<file path="src/rtl/multicycle_control_fsm.sv">
// Multi-cycle RV32I control sequencer: walks each instruction through FETCH/DECODE/EXEC/MEM/WB
// over a wait-state memory port, latching the fetched word and trapping on bad opcodes or stalls.
module multicycle_control_fsm #(
    parameter int XLEN        = 32,
    parameter int MEM_TIMEOUT = 0,
    parameter bit TRAP_HALT   = 1'b1
) (
    input  logic            clk,
    input  logic            rst_n,
    input  logic [XLEN-1:0] mem_rdata,
    input  logic            mem_ready,
    input  logic            alu_zero,
    output logic [XLEN-1:0] ir,
    output logic            ir_write,
    output logic            pc_write,
    output logic [1:0]      pc_src,
    output logic            iord,
    output logic            mem_read,
    output logic            mem_write,
    output logic            reg_write,
    output logic            mem_to_reg,
    output logic            alu_src,
    output logic [1:0]      alu_op,
    output logic            illegal,
    output logic            bus_error,
    output logic [2:0]      state
);

    typedef enum logic [2:0] {
        IDLE   = 3'd0,
        FETCH  = 3'd1,
        DECODE = 3'd2,
        EXEC   = 3'd3,
        MEM    = 3'd4,
        WB     = 3'd5,
        TRAP   = 3'd6
    } state_t;

    localparam logic [6:0] OP_R      = 7'b0110011;
    localparam logic [6:0] OP_IMM    = 7'b0010011;
    localparam logic [6:0] OP_LOAD   = 7'b0000011;
    localparam logic [6:0] OP_STORE  = 7'b0100011;
    localparam logic [6:0] OP_BRANCH = 7'b1100011;
    localparam logic [6:0] OP_JAL    = 7'b1101111;
    localparam logic [6:0] OP_JALR   = 7'b1100111;
    localparam logic [6:0] OP_LUI    = 7'b0110111;
    localparam logic [6:0] OP_AUIPC  = 7'b0010111;

    localparam logic [1:0] PC_PLUS4  = 2'b00;
    localparam logic [1:0] PC_BRANCH = 2'b01;
    localparam logic [1:0] PC_JAL    = 2'b10;
    localparam logic [1:0] PC_JALR   = 2'b11;

    localparam logic [1:0] ALU_ADD   = 2'b00;
    localparam logic [1:0] ALU_SUB   = 2'b01;
    localparam logic [1:0] ALU_FUNCT = 2'b10;
    localparam logic [1:0] ALU_PASSB = 2'b11;

    // The counter only has to reach MEM_TIMEOUT-1; the trap fires on that last stalled cycle.
    localparam int CNT_W = (MEM_TIMEOUT > 2) ? $clog2(MEM_TIMEOUT) : 1;
    localparam logic [CNT_W-1:0] TIMEOUT_LAST = CNT_W'((MEM_TIMEOUT > 0) ? MEM_TIMEOUT - 1 : 0);

    state_t             state_q;
    state_t             state_d;
    logic [CNT_W-1:0]   wait_cnt;
    logic [6:0]         opcode;
    logic               opcode_legal;
    logic               is_load;
    logic [1:0]         alu_op_dec;
    logic               alu_src_dec;
    logic               mem_wait;
    logic               timeout_hit;

    assign opcode      = ir[6:0];
    assign state       = state_q;
    assign mem_wait    = ((state_q == FETCH) || (state_q == MEM)) && !mem_ready;
    assign timeout_hit = (MEM_TIMEOUT > 0) && mem_wait && (wait_cnt == TIMEOUT_LAST);

    always_comb begin
        opcode_legal = 1'b0;
        is_load      = 1'b0;
        alu_op_dec   = ALU_ADD;
        alu_src_dec  = 1'b0;
        case (opcode)
            OP_R: begin
                opcode_legal = 1'b1;
                alu_op_dec   = ALU_FUNCT;
            end
            OP_IMM: begin
                opcode_legal = 1'b1;
                alu_op_dec   = ALU_FUNCT;
                alu_src_dec  = 1'b1;
            end
            OP_LOAD: begin
                opcode_legal = 1'b1;
                is_load      = 1'b1;
                alu_src_dec  = 1'b1;
            end
            OP_STORE: begin
                opcode_legal = 1'b1;
                alu_src_dec  = 1'b1;
            end
            OP_BRANCH: begin
                opcode_legal = 1'b1;
                alu_op_dec   = ALU_SUB;
            end
            OP_JAL, OP_JALR, OP_AUIPC: begin
                opcode_legal = 1'b1;
                alu_src_dec  = 1'b1;
            end
            OP_LUI: begin
                opcode_legal = 1'b1;
                alu_op_dec   = ALU_PASSB;
                alu_src_dec  = 1'b1;
            end
            default: begin
                opcode_legal = 1'b0;
            end
        endcase
    end

    always_comb begin
        state_d    = state_q;
        ir_write   = 1'b0;
        pc_write   = 1'b0;
        pc_src     = PC_PLUS4;
        iord       = 1'b0;
        mem_read   = 1'b0;
        mem_write  = 1'b0;
        reg_write  = 1'b0;
        mem_to_reg = 1'b0;
        alu_src    = 1'b0;
        alu_op     = ALU_ADD;
        case (state_q)
            IDLE: begin
                state_d = FETCH;
            end
            FETCH: begin
                mem_read = 1'b1;
                if (mem_ready) begin
                    ir_write = 1'b1;
                    state_d  = DECODE;
                end else if (timeout_hit) begin
                    state_d = TRAP;
                end
            end
            DECODE: begin
                state_d = opcode_legal ? EXEC : TRAP;
            end
            EXEC: begin
                alu_op  = alu_op_dec;
                alu_src = alu_src_dec;
                case (opcode)
                    OP_LOAD, OP_STORE: state_d = MEM;
                    // Branches retire here: taken or not, the PC moves and no WB is spent.
                    OP_BRANCH: begin
                        pc_write = 1'b1;
                        pc_src   = alu_zero ? PC_BRANCH : PC_PLUS4;
                        state_d  = FETCH;
                    end
                    OP_R, OP_IMM, OP_JAL, OP_JALR, OP_LUI, OP_AUIPC: state_d = WB;
                    default: state_d = IDLE;
                endcase
            end
            MEM: begin
                iord      = 1'b1;
                alu_op    = alu_op_dec;
                alu_src   = alu_src_dec;
                mem_read  = is_load;
                mem_write = !is_load;
                if (mem_ready) begin
                    if (is_load) begin
                        state_d = WB;
                    end else begin
                        pc_write = 1'b1;
                        state_d  = FETCH;
                    end
                end else if (timeout_hit) begin
                    state_d = TRAP;
                end
            end
            WB: begin
                alu_op     = alu_op_dec;
                alu_src    = alu_src_dec;
                reg_write  = 1'b1;
                mem_to_reg = is_load;
                pc_write   = 1'b1;
                if (opcode == OP_JAL) begin
                    pc_src = PC_JAL;
                end else if (opcode == OP_JALR) begin
                    pc_src = PC_JALR;
                end
                state_d = FETCH;
            end
            TRAP: begin
                if (!TRAP_HALT) begin
                    pc_write = 1'b1;
                    state_d  = FETCH;
                end
            end
            default: begin
                state_d = IDLE;
            end
        endcase
    end

    // Any state change restarts the wait count, so each FETCH/MEM access is timed on its own.
    always_ff @(posedge clk or negedge rst_n) begin
        if (!rst_n) begin
            state_q   <= IDLE;
            ir        <= '0;
            illegal   <= 1'b0;
            bus_error <= 1'b0;
            wait_cnt  <= '0;
        end else begin
            state_q <= state_d;
            if (ir_write) begin
                ir <= mem_rdata;
            end
            if ((state_q == DECODE) && (state_d == TRAP)) begin
                illegal <= 1'b1;
            end
            if (((state_q == FETCH) || (state_q == MEM)) && (state_d == TRAP)) begin
                bus_error <= 1'b1;
            end
            if (state_d != state_q) begin
                wait_cnt <= '0;
            end else if (mem_wait) begin
                wait_cnt <= wait_cnt + 1'b1;
            end
        end
    end

endmodule

</file>
<file path="config.mk">
export PLATFORM = sky130hd
export DESIGN_NAME = multicycle_control_fsm
export DESIGN_NICKNAME = d
export VERILOG_FILES = /design/src/rtl/multicycle_control_fsm.sv
export SDC_FILE = /design/constraint.sdc
export NUM_CORES = 1
export LEC_CHECK = 0
export CORE_MARGIN = 2
export CORE_UTILIZATION = 43
export CTS_BUF_LIST = sky130_fd_sc_hd__clkbuf_4 sky130_fd_sc_hd__clkbuf_8
export DETAILED_ROUTE_END_ITERATION = 8
export HOLD_SLACK_MARGIN = 0.12
export PLACE_DENSITY = 0.82
export REMOVE_ABC_BUFFERS = 1
export SKIP_CTS_REPAIR_TIMING = 1
export SLEW_MARGIN = 20
export SYNTH_ARGS = -nofsm -noshare
export SYNTH_HDL_FRONTEND = slang
export SYNTH_SLANG_ARGS = --single-unit
</file>
<file path="constraint.sdc">
create_clock -name clk -period 1.7 [get_ports clk]
set_input_delay 0.17 -clock clk [delete_from_list [all_inputs] [get_ports clk]]
set_output_delay 0.17 -clock clk [all_outputs]
set_load 0.02 [all_outputs]
</file>
Word level (Yosys, flattened, before mapping)
Index checks and enable logic that the tools add are counted.
Word-level totals
  word-level logic and storage cells: 60
  register bits after elaboration: 37
  output and inout bits: 49
  bits of input ports: 36
Operators by class
  multiplexer cells: 28
  eq/ne operators: 16
  reductions and logical operators: 12
Operator list (count)
  == test 7 x 6 -> 1 bit (second input constant): 3
  == test 7 bit (second input constant): 3
  case mux 3 bit (6 select lines): 1
  2-to-1 mux 1 bit: 15
  == test 7 x 5 -> 1 bit (second input constant): 2
  == test 3 bit (second input constant): 4
  2-to-1 mux 3 bit: 4
  case mux 3 bit (3 select lines): 1
  OR reduction 9 bit: 1
  == test 7 x 2 -> 1 bit (second input constant): 1
  OR reduction 7 bit: 1
  == test 3 x 2 -> 1 bit (second input constant): 2
  2-to-1 mux 2 bit: 3
  case mux 2 bit (3 select lines): 1
  OR reduction 2 bit: 3
  OR reduction 6 bit: 1
  case mux 2 bit (2 select lines): 1
  == test 3 x 1 -> 1 bit (second input constant): 1
  logical NOT 3 bit: 1
  case mux 1 bit (3 select lines): 1
  OR reduction 3 bit: 1
  logical AND 1 bit: 2
  case mux 1 bit (2 select lines): 1
  logical NOT 1 bit: 1
  logical OR 1 bit: 1

Logic depth before layout (Yosys ltp)
Gate-level depths: netlist (run 1).
  word-level depth: 7
  mapped depth: 7
  gate-level depth less buffers: 5

Least setup slack after synthesis (run 1)
Ideal clock, no wire load.
  kind: register to output
  from: register state_q[1], in the netlist state[1]
  to: output pc_src[0]
  data required time: 1530 ps
  path buffers: 1
  arrival: 1722 ps
  cell stages (with the launch flop): 5
  slack: -192 ps
  path through: dfrtp_1 -> buf_2 -> and2b_1 -> a32oi_1 -> nor4b_1
On the way
  cells in the longest elaborated chain, start to end: 2
  elaborated cells between the ends (all ways): 3
  those cells by class: eq/ne (2); mux (1)
Ends and longest elaborated chain
  start: declaration: line 63  | state_t state_q;
  start signal: assignment: line 216  | state_q <= state_d;
  == test 3 bit or == test 3 x 2 -> 1 bit (tied branches): line 134  | case (state_q)
  case mux 2 bit (2 select lines) (*): line 134
  end: declaration: line 16  | output logic [1:0] pc_src,
Mark *: on every way between the ends. The rest lies on a longest branch, timed or not.

Worst setup path in the final report (run 1)
  from: register ir[2]
  to: output pc_write
On the way
  cells in the longest elaborated chain, start to end: 5
  elaborated cells between the ends (all ways): 7
  those cells by class: eq/ne (2); mux (5)
Ends and longest elaborated chain
  start: declaration: line 13  | output logic [XLEN-1:0] ir,
  start signal: assignment: line 218  | ir <= mem_rdata;
  == test 7 x 2 -> 1 bit: line 84  | case (opcode)
  2-to-1 mux 1 bit: line 84
  2-to-1 mux 1 bit: line 172  | if (is_load) begin
  2-to-1 mux 1 bit: line 171  | if (mem_ready) begin
  case mux 1 bit (3 select lines) (*): line 134
  end: declaration: line 15  | output logic pc_write,
Marked as above.

==> qor.yml, run 1 <==
yosys:
  syn_inst: 144
  yosysWarnings: 0
  synth_edf_count: 0
  async_reset_ff_share_pct: 100.0
  synth.ff_latch_count: 37
  synth_top_flop_cell: "dfrtp_1"
  syn_area_per_cell_um2: 13.16
  synth.cell_area_um2: 1896
  synthDistinctLibCells: 40
  ys_seq_area_share_pct: 48.84
finish:
  final_nets: 299
  antennaDiodeCount: 0
  drive_above_1_share_pct: 39.77
  synthToLayoutAreaGrowth_pct: 68.05
  final_util_pct: 74.18
  fill_cells: 296
critical_path:
  path_class: "flop to output port"
  critPathArrivalTime_ps: 1640
  ff2ff_setup_slack_ps: 40
  reg2reg_from: "ir[4]"
  cpMaxStageDelayCell: "dfrtp_1"
  critPathBufInv: 2
  critPathTopFamily: "simple AND/OR/NAND/NOR gates"
  crit_fanout: 7
  crit_chain: "buf_4 > nor4_2 > a21oi_1 > nor2_1 > clkbuf_2"
  cp.required_ps: 1530
  r2r.worst_path.cells: 6
  crit_cells: 5
  max_stage_delay_ps: 420
  worstReg2RegEnd: "state[2]"
  critPathLaunchType: "flop"
  end_kind: "output port"
grt:
  antenna_found_initial: 0
  grt_pass1_vias: 1550
  grt_usage_pct: 19.96
  overflow: 0
  grt_pass1_wl_mm: 7.652
  grt_max_degree: 20
detailed_routing:
  initialDrtViolationCount: 84
  route.detailed.drc: 0
  avgRoutedWirePerCell_um: 16.10
  finalWirelength_mm: 5.087
  dr.pass1.iters: 4
  viasPerCell: 5.006
  num_vias: 1582
  ant_nets: 0
sta:
  hold_viol: 0
  maxSlewViolCount: 0
  relSlewSlack_pct: 70.03
  layout_min_cycle_time_ps: 1807
  finalSetupViolCount: 6
  timing.final.crit_share_pct: 106.3
  clock_skew_ps: 6.913
  max_freq_ghz: 0.5535
  holdWs_ps: 356.2
  tns_ps: -314.7
  worst_slew_pin_slew_ps: 449.6
  rsz0062_at_grt: "true"
  final.setup.worst_slack_ps: -106.6
run_status:
  outcome: "complete, but fails checks"
  violations: "setup timing"
flow_run:
  cap_violations: 0
placement:
  dpl.hpwl_mm: 3.738
  port_buffers: 84
  place.gp.congestion: 0.8278
pwr:
  powerDensity_nw_per_um2: 2010
  ir_worst_vdd_uv: 1090
  p_leak_nw: 1.479
clock_network:
  clk_path_buf_depth: 2
  clock_latency_ps: 290
  numCtsBuffers: 5
  cts.clk_slew.worst_paths_ps: 70
  cts_sinks: 37
  htreeDepth: 2
  clockRootBuffer: "clkbuf_8"
  cts_tree: "built"
die:
  dieArea_um2: 4955
  rows: 24
  fp.dieW_um: 70.40
  core_area_um2: 4294
  ios: 85
  die_h_um: 70.40
  initial_core_util_pct: 44.14
min_path:
  hold_class: "input pin to async pin"
[layout by cell type (no fill, tap or decap), types with 2 or more instances in the layout]
cell | netlist | layout
a211oi_1 | 2 | 2
o21ai_0 | 2 | 2
mux2_4 | 27 | 27
o21bai_1 | 2 | 2
nor2b_1 | 3 | 2
clkdlybuf4s50_1 | 0 | 69
nor3_1 | 4 | 3
a21oi_1 | 6 | 5
dlymetal6s2s_1 | 0 | 4
clkbuf_8 | 0 | 6
dfrtp_1 | 37 | 34
inv_1 | 4 | 4
mux2_2 | 4 | 4
nand2b_1 | 5 | 5
nor2b_4 | 1 | 2
dfrtp_2 | 0 | 3
nor2_1 | 8 | 7
buf_2 | 3 | 3
clkbuf_2 | 0 | 3
buf_6 | 1 | 4
nand2_1 | 8 | 8
buf_12 | 2 | 2
buf_4 | 1 | 35
[report_power, final]
part / internal (mW) / leakage [nW] / switching, mW
registers: 1.32 / 0.434 / 0.335
clock network: 0.477 / 0.0574 / 0.312
logic: 2.19 / 0.988 / 1.77
total: 3.99 / 1.48 / 2.42
[metal layers]
| layer | routed length [um] | global-route usage, % |
|---|---|---|
| met4 | 82 | 7.265 |
| met5 | 0 | 0 |
| met1 | 2068 | 26.02 |
| met2 | 2622 | 32.81 |
| met3 | 313 | 4.040 |
[final cells by class]
type	count	area [um2]	area share (%)
inverters	5	23.77	0.7463
flip-flops and latches	37	929.6	29.18
clock inverters	2	37.54	1.178
repair buffers	121	1129	35.43
well taps	52	65.06	2.042
multi-input cells	93	918.4	28.83
clock buffers	6	82.58	2.592
[flip-flops by register name (all words and copies together) (netlist names)]
register   cells
ir            32
bus_error      1
state          3
illegal        1
[through the flow]
step	worst slack (ps)	power [mW]	std cells	instance area [um2]
after CTS	-579.2	6.272	312	3097
after detailed placement	-251.7	5.449	304	2977
final	-106.6	6.403	316	3186
after floorplan	-153.7	3.591	135	1803
after global placement	-222.1	5.360	304	2977
after global routing	-202.4	6.742	316	3186
[worst reg2reg max path, stage by stage (launching register included)]
cell and delay [ps]:
dfrtp_2 450, buf_6 130, buf_4 130, nand2b_1 150, a211oi_1 340, nor3_1 80
a211o_1 270
[worst max-delay path by stage]
| stage | startpoint | endpoint | slack, ps |
|---|---|---|---|
| floorplan | state[1] | pc_src[0] | -150 |
| global placement | ir[2] | mem_read | -220 |
| detailed placement | ir[2] | mem_read | -250 |
| CTS | ir[2] | pc_write | -580 |
| global route | ir[2] | pc_src[0] | -200 |
| finish | ir[2] | pc_write | -110 |
[synthesized netlist by cell type, drive strengths merged (2+ instances only)]
cell type / instances / area, um2
nor2b: 5 / 41.29
inv: 5 / 23.77
and2b: 2 / 15.01
a2111oi: 2 / 23.77
buf: 8 / 88.83
a21oi: 6 / 30.03
nand3b: 2 / 27.53
nor2: 8 / 30.03
nand2b: 5 / 31.28
mux2: 31 / 450.4
dfrtp: 37 / 925.9
o21ai: 2 / 10.01
nor3: 4 / 20.02
a211oi: 2 / 15.01
nand2: 9 / 41.29
o21bai: 2 / 15.01
nor4: 2 / 12.51
[logic make-up (layout without fill, tap and decap cells)]
kind of cell,count (synthesis),in the layout,share of synthesized area (%)
flip-flops,37,37,48.84
multiplexers,32,32,24.29
AO/OA/AOI/OAI,20,20,7.591
buffers and inverters,14,134,6.138
AND/OR/NAND/NOR,41,41,13.14
Note: power is estimated with default switching activity, not from simulation.
==> inputs of run 2 (changes only) <==
--- a/config.mk
+++ b/config.mk
@@ -5,12 +5,13 @@
 export SDC_FILE = /design/constraint.sdc
 export NUM_CORES = 1
 export LEC_CHECK = 0
-export CORE_MARGIN = 2
+export CORE_MARGIN = 1.5
 export CORE_UTILIZATION = 43
 export CTS_BUF_LIST = sky130_fd_sc_hd__clkbuf_4 sky130_fd_sc_hd__clkbuf_8
 export DETAILED_ROUTE_END_ITERATION = 8
 export HOLD_SLACK_MARGIN = 0.12
 export PLACE_DENSITY = 0.82
+export RECOVER_POWER = 50
 export REMOVE_ABC_BUFFERS = 1
 export SKIP_CTS_REPAIR_TIMING = 1
 export SLEW_MARGIN = 20
==> qor.yml, run 2 (synthesis results as in run 1) <==
run_status:
  outcome: "complete, but fails checks"  # unchanged
  violations: "setup timing"  # unchanged
pwr:
  intPower_mw: 3.855  # was 3.987 mW
  seqPwrFrac_pct: 27.0  # was 25.9%
  power_mw: 6.254  # was 6.403 mW
  combPwrFrac_pct: 63.0  # was 61.8%
  ir_worst_vdd_uv: 1183  # was 1090 uV
  p_clk_share_pct: 10.0  # was 12.3%
  switching_share_pct: 38.35  # was 37.72%
  p_leak_nw: 1.446  # was 1.479 nW
  powerDensity_nw_per_um2: 1997  # was 2010 nW/um2
  power_switching_mw: 2.399  # was 2.415 mW
sta:
  final.setup.worst_slack_ps: -171.8  # was -106.6 ps
  max_freq_ghz: 0.5342  # was 0.5535 GHz
  worst_slew_pin_slew_ps: 926.5  # was 449.6 ps
  timing.final.crit_share_pct: 110.1  # was 106.3%
  relSlewSlack_pct: 38.24  # was 70.03%
  holdWs_ps: 380.8  # was 356.2 ps
  rsz0062_at_grt: "true"  # unchanged
  clock_skew_ps: 5.238  # was 6.913 ps
  layout_min_cycle_time_ps: 1872  # was 1807 ps
  finalSetupViolCount: 8  # was 6
  hold_viol: 0  # unchanged
  maxSlewViolCount: 0  # unchanged
finish:
  drive_above_1_share_pct: 39.77  # about the same
  layout_common_cells: "clkdlybuf4s50_1 (71), buf_4 (34), dfrtp_1 (32)"  # was clkdlybuf4s50_1 (69), buf_4 (35), dfrtp_1 (34)
  final_common_cell: "clkdlybuf4s50_1"  # unchanged
  fill_cells: 264  # was 296
  antennaDiodeCount: 0  # unchanged
  largest_reg_flops: 32  # unchanged
  top_register: "ir"  # unchanged
  synthToLayoutAreaGrowth_pct: 65.21  # was 68.05%
  final_nets: 295  # was 299
critical_path:
  ff2ff_setup_slack_ps: 80  # was 40 ps
  end_kind: "output port"  # unchanged
  critPathArrivalTime_ps: 1700  # was 1640 ps
  critPathLaunchType: "flop"  # unchanged
  cpMaxStageDelayCell: "dfrtp_2"  # was dfrtp_1
  crit_chain: "and2b_1 > a21oi_1 > buf_4 > nor3_1 > buf_2"  # was buf_4 > nor4_2 > a21oi_1 > nor2_1 > clkbuf_2
  path_class: "flop to output port"  # unchanged
  crit_fanout: 6  # was 7
  max_stage_delay_ps: 470  # was 420 ps
  cp.required_ps: 1530  # about the same
grt:
  antenna_found_initial: 0  # unchanged
  grt_pass1_wl_mm: 7.555  # was 7.652 mm
  overflow: 0  # unchanged
  grt_pass1_vias: 1617  # was 1550
  grt_max_degree: 38  # was 20
  grt_usage_pct: 19.72  # was 19.96%
die:
  initial_core_util_pct: 46.06  # was 44.14%
  rows: 23  # was 24
  core_area_um2: 4115  # was 4294 um2
  ios: 85  # unchanged
  die_h_um: 69.40  # was 70.40 um
  fp.dieW_um: 69.40  # was 70.40 um
  dieArea_um2: 4816  # was 4955 um2
clock_network:
  clockRootBuffer: "clkbuf_8"  # unchanged
  htreeDepth: 2  # unchanged
  cts_sinks: 37  # unchanged
  cts_tree: "built"  # unchanged
  numCtsBuffers: 5  # unchanged
  clk_path_buf_depth: 2  # unchanged
  clock_latency_ps: 280  # was 290 ps
  cts.clk_slew.worst_paths_ps: 70  # about the same
placement:
  place.gp.congestion: 0.8018  # was 0.8278
  dpl_worst_slack_ps: -293.1  # was -251.7 ps
  dpl.hpwl_mm: 3.435  # was 3.738 mm
  port_buffers: 84  # unchanged
detailed_routing:
  initialDrtViolationCount: 79  # was 84
  dr.max_layer_used: "met4"  # unchanged
  ant_nets: 0  # unchanged
  dr.pass1.iters: 4  # unchanged
  route.detailed.drc: 0  # unchanged
  met1_length_mm: 2.045  # was 2.068 mm
  route.met2.wl_mm: 2.298  # was 2.622 mm
  wl_met3_um: 490  # was 313 um
  viasPerCell: 5.126  # was 5.006
  avgRoutedWirePerCell_um: 15.92  # was 16.10 um
  num_vias: 1584  # was 1582
  finalWirelength_mm: 4.920  # was 5.087 mm
min_path:
  hold_class: "flop to flop"  # was input pin to async pin
flow_run:
  cap_violations: 0  # unchanged
run 2: cell types whose count changed in the layout (fill, tap and decap cells not counted), sizes merged:
cell | previous run | this run
dlymetal6s2s | 4 | 3
buf | 44 | 41
clkbuf | 9 | 8
clkinvlp | 1 | 0
clkdlybuf4s50 | 69 | 71
bufinv | 1 | 0
run 2: through the flow:
stage                     setup TNS [ps]  cell area [um2]  util [%]  instances
after global routing               -1284             3132     76.10        309
after floorplan                   -153.7             1803         -        135
after detailed placement           -3091             2919     70.93        298
final                             -577.8             3132     76.10        309
after CTS                          -5012             3009     73.12        305
after global placement             -2845             2919     70.93        298
run 2: cell type report:
class	count	area (um2)	share of cell area, %
repair buffers	117	1089	34.76
multi-input cells	93	934.6	29.84
flip-flops and latches	37	932.1	29.76
clock buffers	7	90.09	2.877
well taps	50	62.56	1.998
inverters	5	23.77	0.7591
run 2: power by group through the flow:
stage	logic [mW]	registers, mW	clock network (mW)
after global placement	3.68	1.61	0
after floorplan	1.36	2.23	0
after detailed placement	3.74	1.62	0
final	3.94	1.69	0.626
after global routing	4.18	1.74	0.687
after CTS	3.74	1.63	0.643
run 2: final timing paths:
| check | depth (start not counted) | from | end |
|---|---|---|---|
| max in group asynchronous | 3 | rst_n | state[2] |
| min in group asynchronous | 3 | rst_n | ir[22] |
| max | 5 | state[2] | alu_src |
| max reg2reg | 6 | ir[6] | state[0] |
| min reg2reg | 0 | bus_error | bus_error |
| min | 0 | bus_error | bus_error |
run 2: per-layer routing:
layer	vias up	track usage [%]
met5	-	0
met4	0	7.407
met3	7	8.285
met2	85	31.52
met1	756	23.69
li1	736	-
run 2: worst max-delay path: cells and delay by family, from the launching register on:
kind,cells,cell delay (ps)
flops,1,470
buf+inv,2,360
compound gates,1,340
simple gates,2,270
==> inputs of run 3 (changes only) <==
--- a/config.mk
+++ b/config.mk
@@ -14,6 +14,7 @@
 export RECOVER_POWER = 50
 export REMOVE_ABC_BUFFERS = 1
 export SKIP_CTS_REPAIR_TIMING = 1
+export SKIP_LAST_GASP = 1
 export SLEW_MARGIN = 20
 export SYNTH_ARGS = -nofsm -noshare
 export SYNTH_HDL_FRONTEND = slang
==> qor.yml, run 3 (synthesis results as in run 1) <==
sta:
  maxSlewViolCount: 0  # unchanged
  rsz0062_at_grt: "true"  # unchanged
  max_freq_ghz: 0.5309  # was 0.5342 GHz
  tns_ps: -594.0  # was -577.8 ps
  hold_viol: 0  # unchanged
  worst_slew_pin_slew_ps: 923.2  # was 926.5 ps
  final.setup.worst_slack_ps: -183.7  # was -171.8 ps
  relSlewSlack_pct: 38.45  # was 38.24%
  clock_skew_ps: 4.918  # was 5.238 ps
  timing.final.crit_share_pct: 110.8  # was 110.1%
  layout_min_cycle_time_ps: 1884  # was 1872 ps
  finalSetupViolCount: 8  # unchanged
critical_path:
  critPathArrivalTime_ps: 1710  # was 1700 ps
  cpMaxStageDelayCell: "dfrtp_2"  # unchanged
  cp.required_ps: 1530  # about the same
  crit_chain: "nand3b_1 > nor4_1 > buf_4 > a21oi_1 > nor2_1 > clkbuf_2"  # was and2b_1 > a21oi_1 > buf_4 > nor3_1 > buf_2
  end_kind: "output port"  # unchanged
  critPathLaunchType: "flop"  # unchanged
  max_stage_delay_ps: 450  # was 470 ps
  critPathBufInv: 2  # unchanged
  critPathTopFamily: "simple AND/OR/NAND/NOR gates"  # was flip-flops
  path_class: "flop to output port"  # unchanged
  crit_fanout: 5  # was 6
finish:
  final_nets: 295  # unchanged
  stdcell_count: 309  # unchanged
  layout_common_cells: "clkdlybuf4s50_1 (57), dfrtp_1 (33), buf_4 (30)"  # was clkdlybuf4s50_1 (71), buf_4 (34), dfrtp_1 (32)
  synthToLayoutAreaGrowth_pct: 63.96  # was 65.21%
  largest_reg_flops: 32  # unchanged
  final_common_cell: "clkdlybuf4s50_1"  # unchanged
  design_area_um2: 3108  # was 3132 um2
  antennaDiodeCount: 0  # unchanged
  top_register: "ir"  # unchanged
  drive_above_1_share_pct: 37.45  # was 39.77%
run_status:
  violations: "setup timing"  # unchanged
  outcome: "complete, but fails checks"  # unchanged
die:
  die_h_um: 69.40  # unchanged
  ios: 85  # unchanged
  rows: 23  # unchanged
  dieArea_um2: 4816  # unchanged
  initial_core_util_pct: 46.06  # unchanged
  fp.dieW_um: 69.40  # unchanged
  core_area_um2: 4115  # unchanged
grt:
  antenna_found_initial: 0  # unchanged
  grt_pass1_wl_mm: 7.555  # unchanged
  overflow: 0  # unchanged
  grt_pass1_vias: 1617  # unchanged
  grt_max_degree: 38  # unchanged
  grt_usage_pct: 19.72  # unchanged
pwr:
  intPower_mw: 3.780  # was 3.855 mW
  powerDensity_nw_per_um2: 1973  # was 1997 nW/um2
  switching_share_pct: 38.36  # was 38.35%
  power_switching_mw: 2.352  # was 2.399 mW
  power_mw: 6.132  # was 6.254 mW
  p_clk_share_pct: 10.2  # was 10.0%
  ir_worst_vdd_uv: 1170  # was 1183 uV
  combPwrFrac_pct: 62.6  # was 63.0%
  seqPwrFrac_pct: 27.2  # was 27.0%
  p_leak_nw: 1.455  # was 1.446 nW
clock_network:
  cts_tree: "built"  # unchanged
  clockRootBuffer: "clkbuf_8"  # unchanged
  htreeDepth: 2  # unchanged
  clock_latency_ps: 280  # about the same
  cts.clk_slew.worst_paths_ps: 70  # about the same
  clk_path_buf_depth: 2  # unchanged
  numCtsBuffers: 5  # unchanged
  cts_sinks: 37  # unchanged
placement:
  dp.cells: 298  # unchanged
  port_buffers: 84  # unchanged
  place.gp.congestion: 0.8018  # unchanged
  dpl_worst_slack_ps: -293.1  # unchanged
  placed_cell_area_um2: 2919  # unchanged
  dpl.hpwl_mm: 3.435  # unchanged
min_path:
  hold_class: "flop to flop"  # unchanged
detailed_routing:
  num_vias: 1591  # was 1584
  avgRoutedWirePerCell_um: 15.55  # was 15.92 um
  dr.pass1.iters: 4  # unchanged
  finalWirelength_mm: 4.805  # was 4.920 mm
  viasPerCell: 5.149  # was 5.126
  ant_nets: 0  # unchanged
  initialDrtViolationCount: 70  # was 79
  route.detailed.drc: 0  # unchanged
flow_run:
  cap_violations: 0  # unchanged
## run 3: changes by cell type in the layout (fill, tap and decap cells not counted), sizes merged
cell / delta
clkdlybuf4s50: -14
dlygate4sd3: +14
buf: -3
clkbuf: +2
dlymetal6s2s: +1
## run 3: per-stage QoR
step,utilization [%],hold slack [ps]
after floorplan,-,-125.6
after global placement,70.93,238.5
after detailed placement,70.93,238.8
after CTS,73.12,-67.60
after global routing,75.52,387.1
final,75.52,372.5
## run 3: final cells by class
| class | instances | area, um2 |
|---|---|---|
| Timing Repair Buffer | 117 | 1086 |
| Sequential cell | 37 | 930.9 |
| Inverter | 5 | 23.77 |
| Clock buffer | 7 | 90.09 |
| Tap cell | 50 | 62.56 |
| Fill cell | 270 | 1007 |
| Multi-Input combinational cell | 93 | 914.6 |
## run 3: power by group through the flow
| stage | Sequential (mW) | Combinational, mW | Clock, mW |
|---|---|---|---|
| CTS | 1.63 | 3.74 | 0.643 |
| floorplan | 2.23 | 1.36 | 0 |
| finish | 1.67 | 3.84 | 0.626 |
| global route | 1.72 | 4.07 | 0.687 |
| detailed placement | 1.62 | 3.74 | 0 |
| global placement | 1.61 | 3.68 | 0 |
## run 3: routing by layer
layer / global-route usage (%) / wire length, um / vias to the layer above
met3: 8.285 / 462 / 7
met4: 7.407 / 85 / 0
met2: 31.52 / 2201 / 84
li1: - / - / 737
met5: 0 / 0 / -
met1: 23.69 / 2054 / 763
## run 3: worst reg2reg max path, delay by kind of cell (launching register included)
kind	cells	cell delay (ps)
buf+inv	3	530
flops	1	380
mux	1	370
simple gates	2	270
## run 3: worst paths after layout
check / startpoint / to / slack, ps / cells after the start
min reg2reg: bus_error / bus_error / 370 / 0
max reg2reg: state[1] / ir[25] / 40 / 6
min: bus_error / bus_error / 370 / 0
max in group asynchronous: rst_n / state[2] / 400 / 3
min in group asynchronous: rst_n / ir[22] / 660 / 3
max: ir[4] / pc_write / -180 / 6
